[src/rtl/traffic_phase_sequencer_if.sv]
// Sensor/button inputs and lamp/status outputs of the intersection sequencer.
// The master drives the road sensor and button; the slave (sequencer) drives lamps and status.
interface traffic_phase_sequencer_if;
    logic       x;
    logic       ped_btn;
    logic [1:0] hwy;
    logic [1:0] cntry;
    logic       ped_walk;
    logic [2:0] phase;

    modport master (
        output x,
        output ped_btn,
        input  hwy,
        input  cntry,
        input  ped_walk,
        input  phase
    );

    modport slave (
        input  x,
        input  ped_btn,
        output hwy,
        output cntry,
        output ped_walk,
        output phase
    );
endinterface

[src/rtl/traffic_phase_sequencer.sv]
// Timed highway/country phase sequencer with dwell timers, sensor extension and a
// latched pedestrian request. Lamp outputs are registered decodes of the state.
module traffic_phase_sequencer #(
    parameter int MIN_HG = 8,
    parameter int Y_T    = 3,
    parameter int AR_T   = 2,
    parameter int MIN_CG = 4,
    parameter int MAX_CG = 10,
    parameter int TW     = 8
) (
    input  logic                    clk,
    input  logic                    reset,
    traffic_phase_sequencer_if.slave bus
);

    typedef enum logic [2:0] {
        HG  = 3'd0,
        HY  = 3'd1,
        AR1 = 3'd2,
        CG  = 3'd3,
        CY  = 3'd4,
        AR2 = 3'd5
    } state_t;

    localparam logic [1:0] LAMP_G = 2'b00;
    localparam logic [1:0] LAMP_R = 2'b01;
    localparam logic [1:0] LAMP_Y = 2'b10;

    localparam logic [TW-1:0] MIN_HG_LAST = TW'(MIN_HG - 1);
    localparam logic [TW-1:0] Y_LAST      = TW'(Y_T - 1);
    localparam logic [TW-1:0] AR_LAST     = TW'(AR_T - 1);
    localparam logic [TW-1:0] MIN_CG_LAST = TW'(MIN_CG - 1);
    localparam logic [TW-1:0] MAX_CG_LAST = TW'(MAX_CG - 1);
    localparam logic [TW-1:0] TIMER_MAX   = '1;
    localparam logic [TW-1:0] TIMER_ONE   = TW'(1);

    state_t          state_reg, state_next;
    logic [TW-1:0]   timer_reg, timer_next;
    logic            ped_pend_reg, ped_pend_next;
    logic [1:0]      hwy_reg, cntry_reg;
    logic            ped_walk_reg;

    // Lamp pattern {hwy, cntry, ped_walk}; unknown codes show the highway-green pattern.
    function automatic logic [4:0] decode(input state_t s);
        case (s)
            HY:      decode = {LAMP_Y, LAMP_R, 1'b0};
            AR1:     decode = {LAMP_R, LAMP_R, 1'b0};
            CG:      decode = {LAMP_R, LAMP_G, 1'b1};
            CY:      decode = {LAMP_R, LAMP_Y, 1'b0};
            AR2:     decode = {LAMP_R, LAMP_R, 1'b0};
            default: decode = {LAMP_G, LAMP_R, 1'b0};
        endcase
    endfunction

    always_comb begin
        state_next = HG;
        case (state_reg)
            HG:  state_next = (timer_reg >= MIN_HG_LAST && (bus.x || ped_pend_reg)) ? HY : HG;
            HY:  state_next = (timer_reg == Y_LAST)  ? AR1 : HY;
            AR1: state_next = (timer_reg == AR_LAST) ? CG  : AR1;
            CG:  state_next = ((timer_reg >= MIN_CG_LAST && !bus.x) || timer_reg == MAX_CG_LAST)
                              ? CY : CG;
            CY:  state_next = (timer_reg == Y_LAST)  ? AR2 : CY;
            AR2: state_next = (timer_reg == AR_LAST) ? HG  : AR2;
            default: state_next = HG;
        endcase

        if (state_next != state_reg)
            timer_next = '0;
        else if (timer_reg == TIMER_MAX)
            timer_next = timer_reg;
        else
            timer_next = timer_reg + TIMER_ONE;

        // A press on the same edge that serves the request stays latched for the next round.
        ped_pend_next = bus.ped_btn |
                        (ped_pend_reg & ~(state_reg == AR1 && state_next == CG));
    end

    always_ff @(posedge clk) begin
        if (reset) begin
            state_reg    <= HG;
            timer_reg    <= '0;
            ped_pend_reg <= 1'b0;
            {hwy_reg, cntry_reg, ped_walk_reg} <= decode(HG);
        end else begin
            state_reg    <= state_next;
            timer_reg    <= timer_next;
            ped_pend_reg <= ped_pend_next;
            {hwy_reg, cntry_reg, ped_walk_reg} <= decode(state_next);
        end
    end

    assign bus.hwy      = hwy_reg;
    assign bus.cntry    = cntry_reg;
    assign bus.ped_walk = ped_walk_reg;
    assign bus.phase    = state_reg;

endmodule

[src/flat_wrapper.sv]
// flat-port wrapper written by rule: the top's interface ports become plain ports
module traffic_phase_sequencer_flat 
#(
    parameter int MIN_HG = 8,
    parameter int Y_T    = 3,
    parameter int AR_T   = 2,
    parameter int MIN_CG = 4,
    parameter int MAX_CG = 10,
    parameter int TW     = 8
)
  (clk, reset, bus_x, bus_ped_btn, bus_hwy, bus_cntry, bus_ped_walk, bus_phase);
  traffic_phase_sequencer_if bus_i ();
  input  logic clk;
  input  logic reset;
  input wire logic [$bits(bus_i.x)-1:0] bus_x;
  input wire logic [$bits(bus_i.ped_btn)-1:0] bus_ped_btn;
  output wire logic [$bits(bus_i.hwy)-1:0] bus_hwy;
  output wire logic [$bits(bus_i.cntry)-1:0] bus_cntry;
  output wire logic [$bits(bus_i.ped_walk)-1:0] bus_ped_walk;
  output wire logic [$bits(bus_i.phase)-1:0] bus_phase;
  assign bus_i.x = bus_x;
  assign bus_i.ped_btn = bus_ped_btn;
  assign bus_hwy = bus_i.hwy;
  assign bus_cntry = bus_i.cntry;
  assign bus_ped_walk = bus_i.ped_walk;
  assign bus_phase = bus_i.phase;
  traffic_phase_sequencer #(.MIN_HG(MIN_HG), .Y_T(Y_T), .AR_T(AR_T), .MIN_CG(MIN_CG), .MAX_CG(MAX_CG), .TW(TW)) u_core (.clk(clk), .reset(reset), .bus(bus_i));
endmodule
[config.mk]
export PLATFORM = sky130hd
export DESIGN_NAME = traffic_phase_sequencer_flat
export DESIGN_NICKNAME = d
export VERILOG_FILES = /design/src/rtl/traffic_phase_sequencer_if.sv /design/src/rtl/traffic_phase_sequencer.sv /design/src/flat_wrapper.sv
export SDC_FILE = /design/constraint.sdc
export NUM_CORES = 1
export LEC_CHECK = 0
export CORE_MARGIN = 4
export CORE_UTILIZATION = 51
export CTS_BUF_LIST = sky130_fd_sc_hd__clkbuf_4 sky130_fd_sc_hd__clkbuf_8
export DETAILED_ROUTE_END_ITERATION = 6
export PLACE_DENSITY = 0.77
export SLEW_MARGIN = 20
export SYNTH_ARGS = -nofsm -noshare
export SYNTH_HDL_FRONTEND = slang
export SYNTH_SLANG_ARGS = --single-unit
[constraint.sdc]
create_clock -name clk -period 1.9 [get_ports clk]
set_input_delay 0.19 -clock clk [delete_from_list [all_inputs] [get_ports clk]]
set_output_delay 0.19 -clock clk [all_outputs]
set_load 0.01 [all_outputs]
==> Implementation_results.wiki, run 1 <==
{| class="wikitable"
! Metric !! Value
|-
| Outcome || finished with violations
|-
| Violations in the final reports || setup timing
|-
| Shortest period the worst path allows || 1.95 ns
|-
| Clock Root Buffer || sky130_fd_sc_hd__clkbuf_4
|-
| Type of element capturing the critical path || register
|-
| Actual transition at the worst max-transition pin || between 0.4 and 0.5 ns
|-
| Synthesis warning total || 0
|-
| Number of vias in the routed layout || approximately 970
|-
| Sum of negative setup slack || -0.0857 ns
|-
| Maximum clock frequency || around 0.5 GHz
|-
| Routed Wire Length || 2480 um
|-
| Vert. Die Dim || between 50 and 60 um
|-
| Slowest Stage Delay on Critical Path || around 0.57 ns
|-
| Commonest non-fill, non-tap cells in the layout || 20 x sky130_fd_sc_hd__buf_4, 16 x sky130_fd_sc_hd__dfxtp_1, 11 x sky130_fd_sc_hd__nor2_1, 11 x sky130_fd_sc_hd__clkdlybuf4s50_1, 8 x sky130_fd_sc_hd__nand2_1
|-
| Critical path peak fanout || 8
|-
| Inserted Clock Buffers || 3
|-
| Combined area of all synthesized cells || 991 sq um
|-
| Core area || between 1500 and 2000 sq um
|-
| Family with the most delay on the worst path || compound AO/OA/AOI/OAI gates
|-
| Max Cap Violations || 0
|-
| Antenna Nets Post-Route || 0
|-
| Maximum number of pins on one net before global-route repair || 13
|-
| Total placed cells including tap cells || 161
|-
| Count of pins over their slew limit || 0
|-
| Post-Layout Cell Count || around 170
|-
| Ys async rst share || 0%
|-
| Combinational share of power || about a fifth
|-
| Overall die width || around 52 um
|-
| Fill cells || 130
|-
| Starting DRC count in detailed routing || 21
|-
| H-tree levels || 1
|-
| Reg clk slew, reported paths || between 0.1 and 0.15 ns
|-
| Area growth, synth to finish || 35.2%
|-
| Pwr/cell area || 525 nW/um^2
|-
| Synthesis-stage register bit count || 17
|-
| NetSw || 193 uW
|-
| Finished layout cell area || approximately 1300 sq um
|-
| Clock net sink count || 17
|-
| Gr ovfl total || 0
|-
| Post-route clock skew || 0.00875 ns
|-
| Worst Slack Setup Final || -0.0496 ns
|-
| Total I/O pin count || 12
|-
| Number of diodes added for antenna fixing || 0
|-
| Die area || between 2000 and 3000 sq um
|-
| Category of the most critical setup path || register to register
|-
| Number of global-route vias before repair || around 950
|-
| Starting density of the core || 55.6%
|-
| Signal arrival time at the worst endpoint || approximately 2.2 ns
|-
| Max IR drop VDD || around 460 uV
|-
| Endpoint required time on the critical path || approximately 2.1 ns
|-
| Wire length of the first global-routing pass || roughly 4200 um
|-
| Initial antenna violation count || 0
|-
| Sw Share || between 20% and 30%
|-
| Number of buffer and inverter instances along the worst setup path || 0
|-
| Top flip-flop cell by instance count after synthesis || sky130_fd_sc_hd__dfxtp_1
|-
| Clock network latency to the later pin of the worst-skew pair || about 0.3 ns
|-
| Gate count of the mapped netlist || ~110
|-
| Setup repair after global routing missed its margin || yes
|-
| Startpoint Class || register
|-
| Via/cell ratio || between 5 and 6
|-
| Post-synth EDFFs || 0
|-
| Worst Hold Class || primary input to register
|-
| Half-perimeter wire length after detailed placement || around 1800 um
|-
| I/O Buffers || 11
|-
| Internal portion of total power || between 500 and 600 uW
|-
| Synthesized netlist net count || 121
|-
| Share of layout cells above drive strength 1 || 32.4%
|-
| Flip-flop count of the largest register after layout || 8
|-
| Standard cell area after detailed placement || 1240 sq um
|-
| Cells traversed along the worst timing path || or4_4 -> o311ai_4 -> o211ai_1 -> a2bb2oi_4 -> nor3_2
|-
| Num rows || 15
|-
| Post-route DRC || 0
|-
| Post-layout util || around 75%
|-
| Count of endpoints failing setup in the final report || 5
|-
| Final-stage net count || 150
|-
| Static leakage || ~0.52 nW
|-
| Ratio of final minimum period to clock period || 103%
|-
| Most common cell after layout, fill and taps aside || sky130_fd_sc_hd__buf_4
|-
| CTS tree || built
|-
| Hold violation count in the final report || 0
|-
| Part of the power in the clock network || 28.3%
|-
| Fraction of power consumed by sequential logic || roughly 53%
|-
| Buffer levels on the longest clock path || 2
|-
| Worst slew slack as a fraction of its limit || 70.0%
|-
| Length of the first detailed-routing pass in iterations || 4
|-
| GRT Resource Usage Total || around a fifth
|-
| Hold Worst Slack || just under 0.5 ns
|-
| Avg Inst Size Synth || roughly 8.7 sq um
|-
| CP max-delay cell || sky130_fd_sc_hd__or4_4
|-
| Fraction of the yosys area taken by sequential cells || between 30% and 40%
|-
| Count of distinct cell types in the synthesized netlist || 41
|-
| Final weighted congestion in routability-driven placement || ~1.0
|-
| Routed len/inst || about 15 um
|}
==> repair_timing <==
action	4_1_cts	5_1_grt
setup buffers	2	0
resized for setup	9	5
hold buffers	0	0
setup endpoints to repair	8	14
pin swaps	4	2
==> per-stage QoR <==
stage	total power [mW]	worst slack, ns
after global routing	0.742	-0.103
final	0.703	-0.0496
after CTS	0.703	0.00395
after detailed placement	0.497	-0.0347
after global placement	0.494	0.00158
after floorplan	0.449	0.00652
==> power groups by stage <==
stage | clock [mW] | combinational, mW | sequential (mW)
2_1_floorplan | 0 | 0.0669 | 0.382
3_3_place_gp | 0 | 0.115 | 0.379
3_5_place_dp | 0 | 0.117 | 0.379
4_1_cts | 0.203 | 0.128 | 0.371
5_1_grt | 0.224 | 0.145 | 0.373
6_report | 0.199 | 0.132 | 0.372
==> final timing paths <==
path / startpoint / endpoint / slack, ns / cells past startpoint
worst max-delay path: u_core.timer_reg[6]$_SDFFE_PP0P_ / u_core.timer_reg[4]$_SDFFE_PP0P_ / -0.05 / 5
worst min-delay path: bus_ped_btn / u_core.ped_pend_reg$_SDFF_PP0_ / 0.49 / 3
worst min register to register: u_core.ped_pend_reg$_SDFF_PP0_ / u_core.ped_pend_reg$_SDFF_PP0_ / 0.50 / 2
worst max register to register: u_core.timer_reg[6]$_SDFFE_PP0P_ / u_core.timer_reg[4]$_SDFFE_PP0P_ / -0.05 / 5
==> layer usage <==
| layer | part of all wire, % | GRT usage [%] |
|---|---|---|
| met1 | 42 | 25.9 |
| met2 | 50 | 35.6 |
| met5 | 0 | 0 |
| met3 | 5.1 | 2.87 |
| met4 | 1.9 | 10.9 |
==> layout make-up <==
cell class | count | area (sq um) | area share, %
clock buffer | 3 | 22.5 | 1.68
clock inverter | 1 | 5.00 | 0.373
inverter | 4 | 15.0 | 1.12
multi-input combinational | 86 | 664 | 49.6
sequential | 17 | 342 | 25.5
tap | 25 | 31.3 | 2.33
timing repair buffer | 31 | 260 | 19.4
==> logic make-up (layout without fill, tap and decap cells) <==
family / Yosys count / after routing / share of synthesized area [%]
buf+inv: 11 / 39 / 4.29
mux: 2 / 2 / 2.15
xor+xnor: 2 / 2 / 1.77
simple gates: 50 / 50 / 28.8
fa+ha+maj: 3 / 3 / 3.79
compound gates: 29 / 29 / 24.9
flops: 17 / 17 / 34.3
==> worst register-to-register path, stage by stage (launching register included) <==
cell	delay, ns
sky130_fd_sc_hd__dfxtp_2	0.35
sky130_fd_sc_hd__or4_4	0.57
sky130_fd_sc_hd__o311ai_4	0.32
sky130_fd_sc_hd__o211ai_1	0.22
sky130_fd_sc_hd__a2bb2oi_4	0.25
sky130_fd_sc_hd__nor3_2	0.19
==> synth_stat cells, types with 2 or more instances <==
cell type | count | area, sq um
sky130_fd_sc_hd__a211oi_2 | 3 | 37.5
sky130_fd_sc_hd__a21oi_1 | 6 | 30.0
sky130_fd_sc_hd__a31oi_1 | 3 | 18.8
sky130_fd_sc_hd__and2_1 | 4 | 25.0
sky130_fd_sc_hd__clkbuf_1 | 6 | 22.5
sky130_fd_sc_hd__dfxtp_1 | 17 | 340
sky130_fd_sc_hd__ha_1 | 3 | 37.5
sky130_fd_sc_hd__inv_1 | 4 | 15.0
sky130_fd_sc_hd__nand2_1 | 9 | 33.8
sky130_fd_sc_hd__nand3_1 | 2 | 10.0
sky130_fd_sc_hd__nor2_1 | 11 | 41.3
sky130_fd_sc_hd__nor2b_1 | 5 | 31.3
sky130_fd_sc_hd__nor3_1 | 5 | 25.0
sky130_fd_sc_hd__o211ai_1 | 4 | 30.0
sky130_fd_sc_hd__o21ai_0 | 4 | 20.0
sky130_fd_sc_hd__or2_2 | 3 | 18.8
No activity file was read; power rests on OpenSTA's default activity.
==> run 2: changes to the inputs <==
- CAP_MARGIN: default -> 5
==> results of run 2 <==
Final layout, timing and power as in run 1 (identical DEF).
